[config.mk]
export PLATFORM = sky130hd
export DESIGN_NAME = memory_arbiter
export DESIGN_NICKNAME = d
export VERILOG_FILES = /design/src/rtl/memory_arbiter.sv
export SDC_FILE = /design/constraint.sdc
export NUM_CORES = 1
export LEC_CHECK = 0
export ABC_AREA = 1
export CORE_MARGIN = 5
export CORE_UTILIZATION = 40
export DETAILED_ROUTE_END_ITERATION = 6
export HOLD_SLACK_MARGIN = 0.02
export PLACE_DENSITY = 0.87
export SLEW_MARGIN = 10
export SYNTH_ARGS = -nofsm -noshare
export SYNTH_HDL_FRONTEND = slang
export SYNTH_SLANG_ARGS = --single-unit
[constraint.sdc]
create_clock -name clock_i -period 1.9 [get_ports clock_i]
set_input_delay 0.57 -clock clock_i [delete_from_list [all_inputs] [get_ports clock_i]]
set_output_delay 0.57 -clock clock_i [all_outputs]
set_load 0.02 [all_outputs]
[src/rtl/memory_arbiter.sv]
// Two-port memory arbiter: serialises port a / port b accesses onto one synchronous memory port.
// Define MEMORY_ARBITER_FIXED_PRIORITY_EN for fixed a-over-b priority; default is round-robin.
module memory_arbiter #(
    parameter int ADDR_WIDTH = 16,
    parameter int DATA_WIDTH = 16
) (
    input  logic                  clock_i,
    input  logic                  reset_i,
    input  logic                  a_request_i,
    input  logic                  a_write_i,
    input  logic [ADDR_WIDTH-1:0] a_address_i,
    input  logic [DATA_WIDTH-1:0] a_write_data_i,
    output logic                  a_ready_o,
    output logic [DATA_WIDTH-1:0] a_read_data_o,
    input  logic                  b_request_i,
    input  logic                  b_write_i,
    input  logic [ADDR_WIDTH-1:0] b_address_i,
    input  logic [DATA_WIDTH-1:0] b_write_data_i,
    output logic                  b_ready_o,
    output logic [DATA_WIDTH-1:0] b_read_data_o,
    output logic                  grant_owner_o,
    output logic                  memory_write_enable_o,
    output logic [ADDR_WIDTH-1:0] memory_address_o,
    output logic [DATA_WIDTH-1:0] memory_write_data_o,
    input  logic [DATA_WIDTH-1:0] memory_read_data_i
);

    typedef enum logic [1:0] {
        IDLE    = 2'd0,
        ISSUE   = 2'd1,
        CAPTURE = 2'd2
    } state_t;

    state_t                  state_q, state_d;
    logic                    owner_q, owner_d;
    logic                    mem_we_q, mem_we_d;
    logic [ADDR_WIDTH-1:0]   mem_addr_q, mem_addr_d;
    logic [DATA_WIDTH-1:0]   mem_wdata_q, mem_wdata_d;
    logic                    win_b;

`ifndef MEMORY_ARBITER_FIXED_PRIORITY_EN
    // Port served by the previous grant; starts at b so a wins the first tie.
    logic                    last_b_q, last_b_d;
`endif

`ifdef MEMORY_ARBITER_FIXED_PRIORITY_EN
    assign win_b = b_request_i && !a_request_i;
`else
    assign win_b = b_request_i && (!a_request_i || !last_b_q);
`endif

    always_ff @(posedge clock_i) begin
        if (reset_i) begin
            state_q     <= IDLE;
            owner_q     <= 1'b0;
            mem_we_q    <= 1'b0;
            mem_addr_q  <= '0;
            mem_wdata_q <= '0;
`ifndef MEMORY_ARBITER_FIXED_PRIORITY_EN
            last_b_q    <= 1'b1;
`endif
        end else begin
            state_q     <= state_d;
            owner_q     <= owner_d;
            mem_we_q    <= mem_we_d;
            mem_addr_q  <= mem_addr_d;
            mem_wdata_q <= mem_wdata_d;
`ifndef MEMORY_ARBITER_FIXED_PRIORITY_EN
            last_b_q    <= last_b_d;
`endif
        end
    end

    always_comb begin
        state_d     = state_q;
        owner_d     = owner_q;
        mem_we_d    = mem_we_q;
        mem_addr_d  = mem_addr_q;
        mem_wdata_d = mem_wdata_q;
`ifndef MEMORY_ARBITER_FIXED_PRIORITY_EN
        last_b_d    = last_b_q;
`endif
        case (state_q)
            IDLE: begin
                mem_we_d = 1'b0;
                if (a_request_i || b_request_i) begin
                    state_d     = ISSUE;
                    owner_d     = win_b;
                    mem_we_d    = win_b ? b_write_i      : a_write_i;
                    mem_addr_d  = win_b ? b_address_i    : a_address_i;
                    mem_wdata_d = win_b ? b_write_data_i : a_write_data_i;
`ifndef MEMORY_ARBITER_FIXED_PRIORITY_EN
                    last_b_d    = win_b;
`endif
                end
            end
            ISSUE: begin
                mem_we_d = 1'b0;
                state_d  = CAPTURE;
            end
            CAPTURE: begin
                mem_we_d = 1'b0;
                state_d  = IDLE;
            end
            default: begin
                mem_we_d = 1'b0;
                state_d  = IDLE;
            end
        endcase
    end

    // Read data is a pass-through; it only matters while the matching ready is high.
    always_comb begin
        a_ready_o             = (state_q == CAPTURE) && !owner_q;
        b_ready_o             = (state_q == CAPTURE) &&  owner_q;
        a_read_data_o         = memory_read_data_i;
        b_read_data_o         = memory_read_data_i;
        grant_owner_o         = owner_q;
        memory_write_enable_o = mem_we_q;
        memory_address_o      = mem_addr_q;
        memory_write_data_o   = mem_wdata_q;
    end

endmodule

==> reports/qor.txt, run 1 <==
Status - completed
Switching Share - 31.9%
# rows - 28
CTS Buffer Depth - 2
VDD IR max - 0.358 mV
Post-Synthesis Cells - 371
Final wirelength - 6260 um
# IOs - 154
Number of cells on the critical path - 1
Fin crit share - 95.0%
Placed Instances - 508
CP max stage cell - clkdlybuf4s50_1
Total power - 2.34 mW
Number of synthesized register bits - 37
RR Startpoint - state_q[0]$_SDFFE_PP0P_
Critical path's top delay family - buffers and inverters
WL/cell - 12.1 um
Vias - 2345
Die ar. - 7640 um^2
CP cell instances - clkdlybuf4s50_1
Initial antenna violation count - 0
Post-synth EDFFs - 0
# Post-CTS Setup Buffers - 0
Critical Path RT - 1.33 ns
Clock root cell - clkbuf_8
Syn. warnings - 0
Critical path launch point type - register
CTS clk-pin slew, worst paths - 0.07 ns
Crit path largest cell delay - 0.61 ns
Drt pass-1 iters - 4
Nets@finish - 526
Gr ovfl total - 0
Slew Viols, Final - 0
Worst Path Buf+Inv - 1
RSZ-0062 raised after global routing - false
CP Data Arrival Time - 1.24 ns
Vias per cell - 4.55
Post-route ant nets - 0
PwrDens - 698 nW/um^2
Reg power frac - 38.9%
Pint - 1.60 mW
H-Tree Depth - 2
Total Neg Setup Slack - 0 ns
DRC viols - 0
Dpl hpwl - 4690 um
Number of diodes - 0
First-pass GRT wire length - 10200 um
Gp weighted congestion - 0.773
Leakage - 1.55 nW
Crit. Startpoint - memory_address_o[1]$_SDFFE_PP0P_
Largest net degree at the start of global routing - 43
Cell depth of the worst min-delay path - 2
Top post-synthesis cells by area - dfxtp_1, nand2_1, buf_4, nor2_1, nand3_1
Initial DRC count - 81
Min cycle time layout - 1.81 ns
Slew headroom - 74.1%
Layout area overhead - 40.1%
HP Class - reg2reg
Post-synth top cells - nand2_1, nor2_1, dfxtp_1, inv_1, nand3_1
Total clock sinks - 37
Count leader, synth - nand2_1
Hold wc startpoint - last_b_q$_SDFFE_PP1P_
Crit Path Max Fanout - 2
Crit end category - primary output
Worst-skew pair later-pin latency - 0.27 ns
# Max-Cap Violations - 0
Psw - 746 uW
Leading area contributor after synthesis - dfxtp_1
# fillers - 575
Die Ht - 87.4 um
Gate power share - 37.9%
Sequential area share after synthesis - 30.9%
Measured slew at the worst slew-check pin - 0.388 ns
CTS tree - built
Core Footprint - 5890 um^2
Share of flip-flops with an asynchronous set or reset - 0%
Unique masters post-synth - 20
Finished Layout Cells - 515
Starting Density - 40.7%
Post-layout utilization of the core - 57.1%
Crit Path Class - reg2out
GRT Overall Usage - 16.5%
Layout cells sized above 1 - 5.68%
Vias in the first global route - 2343
Synthesized Nets - 457
Setup Viol. Count Final - 0
Hold buffers post-CTS - 0
Cts bufs inserted - 5
Mapped cell area - 2400 um^2
Clock power frac - 23.2%
Die W - 87.4 um
Final count of hold timing violations - 0
Maximum clock rate - 554 MHz
Reg2reg path depth - 7
Synth top area share - 30.9%
Synthesized area per cell - 6.46 um^2
Post-route clock skew - 0.00408 ns
Synth Flop Type - dfxtp_1
Port-buffer cells - 105
-- cells in the final DEF, fill, tap and decap left out, drive strengths merged --
master           n
nand3           35
dlygate4sd2      2
and3             1
buf             13
nor2            67
clkinv           1
a21boi          32
dfxtp           37
dlymetal6s2s     1
inv             35
nand2          103
o21ai            1
clkdlybuf4s50  101
nor3             2
a21oi            2
clkbuf           7
-- area by class of cell --
| cell class | count | area, um^2 | area share, % |
|---|---|---|---|
| Sequential cell | 37 | 741 | 22.1 |
| Timing Repair Buffer | 117 | 1190 | 35.3 |
| Inverter | 36 | 135 | 4.02 |
| Multi-Input combinational cell | 243 | 1120 | 33.2 |
| Tap cell | 75 | 93.8 | 2.79 |
| Clock buffer | 7 | 86.3 | 2.57 |
-- cells by family after synthesis --
group                  Yosys count  synth area share (%)
AO/OA/AOI/OAI                   35                  11.0
flip-flops                      37                  30.9
buffers and inverters           91                  22.5
AND/OR/NAND/NOR                208                  35.6
-- path summary, 6_finish.rpt --
check                                      endpoint  slack, ns
hold / removal                last_b_q$_SDFFE_PP1P_       0.48
setup reg to reg  memory_address_o[12]$_SDFFE_PP0P_       0.73
hold reg to reg               last_b_q$_SDFFE_PP1P_       0.48
setup / recovery                memory_address_o[1]       0.09
-- stage by stage --
step | area (um^2) | hold slack, ns | setup WS, ns
floorplan | 2400 | 0.436 | 0.426
finish | 3360 | 0.481 | 0.0944
global placement | 3270 | 0.450 | 0.0782
global route | 3360 | 0.504 | 0.0348
detailed placement | 3270 | 0.464 | 0.0182
CTS | 3360 | 0.474 | 0.0277
-- state kept, by name, summed over array words and instances (netlist names) --
name and flops:
last_b_q 1, memory_address_o 16, memory_write_data_o 16, grant_owner_o 1
memory_write_enable_o 1, state_q 2
-- routing by layer --
layer	GRT usage [%]	up-vias	share of wire, %
li1	-	1237	-
met1	16.6	1031	38
met2	32.2	69	52
met3	4.64	8	8.5
met4	4.88	0	1.2
met5	0	-	0
-- power by group through the flow --
stage               clock network, mW  logic (mW)  registers [mW]
CTS                             0.569       0.901           0.911
floorplan                           0       0.490            1.03
detailed placement                  0       0.899           0.929
finish                          0.543       0.889           0.911
global route                    0.605       0.985           0.923
global placement                    0       0.879           0.926
-- timing repair --
item	CTS	global route
endpoints found under the setup margin	2	1
gates cloned	0	0
resized for setup	2	1
endpoints found under the hold margin	0	0
(Power assumes the default switching activity.)
==> run 2, diff against run 1 <==
- SETUP_SLACK_MARGIN: not set -> 0.05
==> reports/qor.txt, run 2 (synthesis results as in run 1) <==
Measured slew at the worst slew-check pin - 0.386 ns (was 0.388 ns)
CTS tree - built (unchanged)
Post-route clock skew - 0.00407 ns (was 0.00408 ns)
Fin crit share - 95.0% (about the same)
Most frequent cells in the layout - nand2_1, clkdlybuf4s50_1, nor2_1 (unchanged)
Cts bufs inserted - 5 (unchanged)
Initial DRC count - 74 (was 81)
Hold buffers post-CTS - 0 (unchanged)
Leakage - 1.59 nW (was 1.55 nW)
Die Ht - 87.4 um (unchanged)
Gp weighted congestion - 0.773 (unchanged)
Crit path largest cell delay - 0.61 ns (about the same)
Crit end category - primary output (unchanged)
# Post-CTS Setup Buffers - 0 (unchanged)
HP Class - reg2reg (unchanged)
# rows - 28 (unchanged)
Nets@finish - 526 (unchanged)
Vias per cell - 4.55 (about the same)
PwrDens - 695 nW/um^2 (was 698 nW/um^2)
Crit Path Max Fanout - 2 (unchanged)
Finished Layout Cells - 515 (unchanged)
First-pass GRT wire length - 10200 um (unchanged)
GRT Overall Usage - 16.5% (unchanged)
Dpl hpwl - 4690 um (unchanged)
Total power - 2.34 mW (about the same)
Vias - 2341 (was 2345)
Maximum clock rate - 554 MHz (about the same)
VDD IR max - 0.358 mV (about the same)
Layout cells sized above 1 - 5.68% (unchanged)
Slew Viols, Final - 0 (unchanged)
Clock root cell - clkbuf_8 (unchanged)
Most common cell after layout, fill and taps aside - nand2_1
Setup Viol. Count Final - 0 (unchanged)
Starting Density - 40.7% (unchanged)
CP cell instances - clkdlybuf4s50_1 (unchanged)
CP max stage cell - clkdlybuf4s50_1 (unchanged)
Layout area overhead - 40.4% (was 40.1%)
# IOs - 154 (unchanged)
DRC viols - 0 (unchanged)
H-Tree Depth - 2 (unchanged)
Critical Path RT - 1.33 ns (about the same)
Crit Path Class - reg2out (unchanged)
Drt pass-1 iters - 4 (unchanged)
Number of diodes - 0 (unchanged)
Die W - 87.4 um (unchanged)
Met3 routed WL - 506 um (was 532 um)
CTS Buffer Depth - 2 (unchanged)
CP Data Arrival Time - 1.24 ns (about the same)
Initial antenna violation count - 0 (unchanged)
Total clock sinks - 37 (unchanged)
# Max-Cap Violations - 0 (unchanged)
Total Neg Setup Slack - 0 ns (unchanged)
Worst-skew pair later-pin latency - 0.27 ns (about the same)
Core Footprint - 5890 um^2 (unchanged)
Worst Path Buf+Inv - 1 (unchanged)
Final count of hold timing violations - 0 (unchanged)
Status - completed (unchanged)
Met2 WL - 3310 um (was 3280 um)
Final wirelength - 6260 um (about the same)
Largest net degree at the start of global routing - 43 (unchanged)
M1 wire length - 2380 um (was 2370 um)
Top routing layer used - met4 (unchanged)
RSZ-0062 raised after global routing - false (unchanged)
Vias in the first global route - 2343 (unchanged)
Port-buffer cells - 105 (unchanged)
CTS clk-pin slew, worst paths - 0.07 ns (about the same)
Slew headroom - 74.2% (was 74.1%)
Critical path's top delay family - buffers and inverters (unchanged)
Die ar. - 7640 um^2 (unchanged)
Critical path launch point type - register (unchanged)
Post-route ant nets - 0 (unchanged)
Gr ovfl total - 0 (unchanged)
Placed Instances - 508 (unchanged)
WL/cell - 12.2 um (was 12.1 um)
Min cycle time layout - 1.81 ns (about the same)
-- run 2: worst min-delay path: stages, from the launching register on --
cell and delay, ns:
dfxtp_1 0.34, nand2_1 0.06, nand3_1 0.05
-- run 2: stage by stage --
| step | utilization (%) | hold WS [ns] | setup slack, ns | area (um^2) |
|---|---|---|---|---|
| CTS | 57.0 | 0.474 | 0.0720 | 3350 |
| detailed placement | 55.6 | 0.464 | 0.0182 | 3270 |
| floorplan | - | 0.436 | 0.426 | 2400 |
| global route | 57.2 | 0.504 | 0.0504 | 3370 |
| finish | 57.2 | 0.481 | 0.0949 | 3370 |
| global placement | 55.6 | 0.450 | 0.0782 | 3270 |
-- run 2: layer usage --
layer,GRT usage (%),vias to the layer above
li1,-,1237
met1,16.6,1027
met5,0,-
met4,4.88,0
met2,32.2,69
met3,4.64,8
-- run 2: path summary, 6_finish.rpt --
check / start / to / slack, ns / cells after the start
setup / recovery: memory_address_o[1]$_SDFFE_PP0P_ / memory_address_o[1] / 0.09 / 1
hold / removal: last_b_q$_SDFFE_PP1P_ / last_b_q$_SDFFE_PP1P_ / 0.48 / 2
setup reg to reg: state_q[0]$_SDFFE_PP0P_ / memory_address_o[12]$_SDFFE_PP0P_ / 0.73 / 7
hold reg to reg: last_b_q$_SDFFE_PP1P_ / last_b_q$_SDFFE_PP1P_ / 0.48 / 2
-- run 2: final cells by class --
class                           instances  area (um^2)
Fill cell                             580         2520
Clock buffer                            7         86.3
Inverter                               36          135
Sequential cell                        37          741
Timing Repair Buffer                  117         1190
Tap cell                               75         93.8
Multi-Input combinational cell        243         1120
-- run 2: power breakdown --
group / internal (mW) / leakage (nW) / switching, mW / total [mW]
clock: 0.288 / 0.0443 / 0.254 / 0.542
combinational: 0.441 / 1.24 / 0.445 / 0.887
sequential: 0.865 / 0.307 / 0.0454 / 0.911
-- run 2: repair_timing --
action	CTS	global route
pin swaps	0	0
gates resized for setup	3	5
setup endpoints to repair	3	5
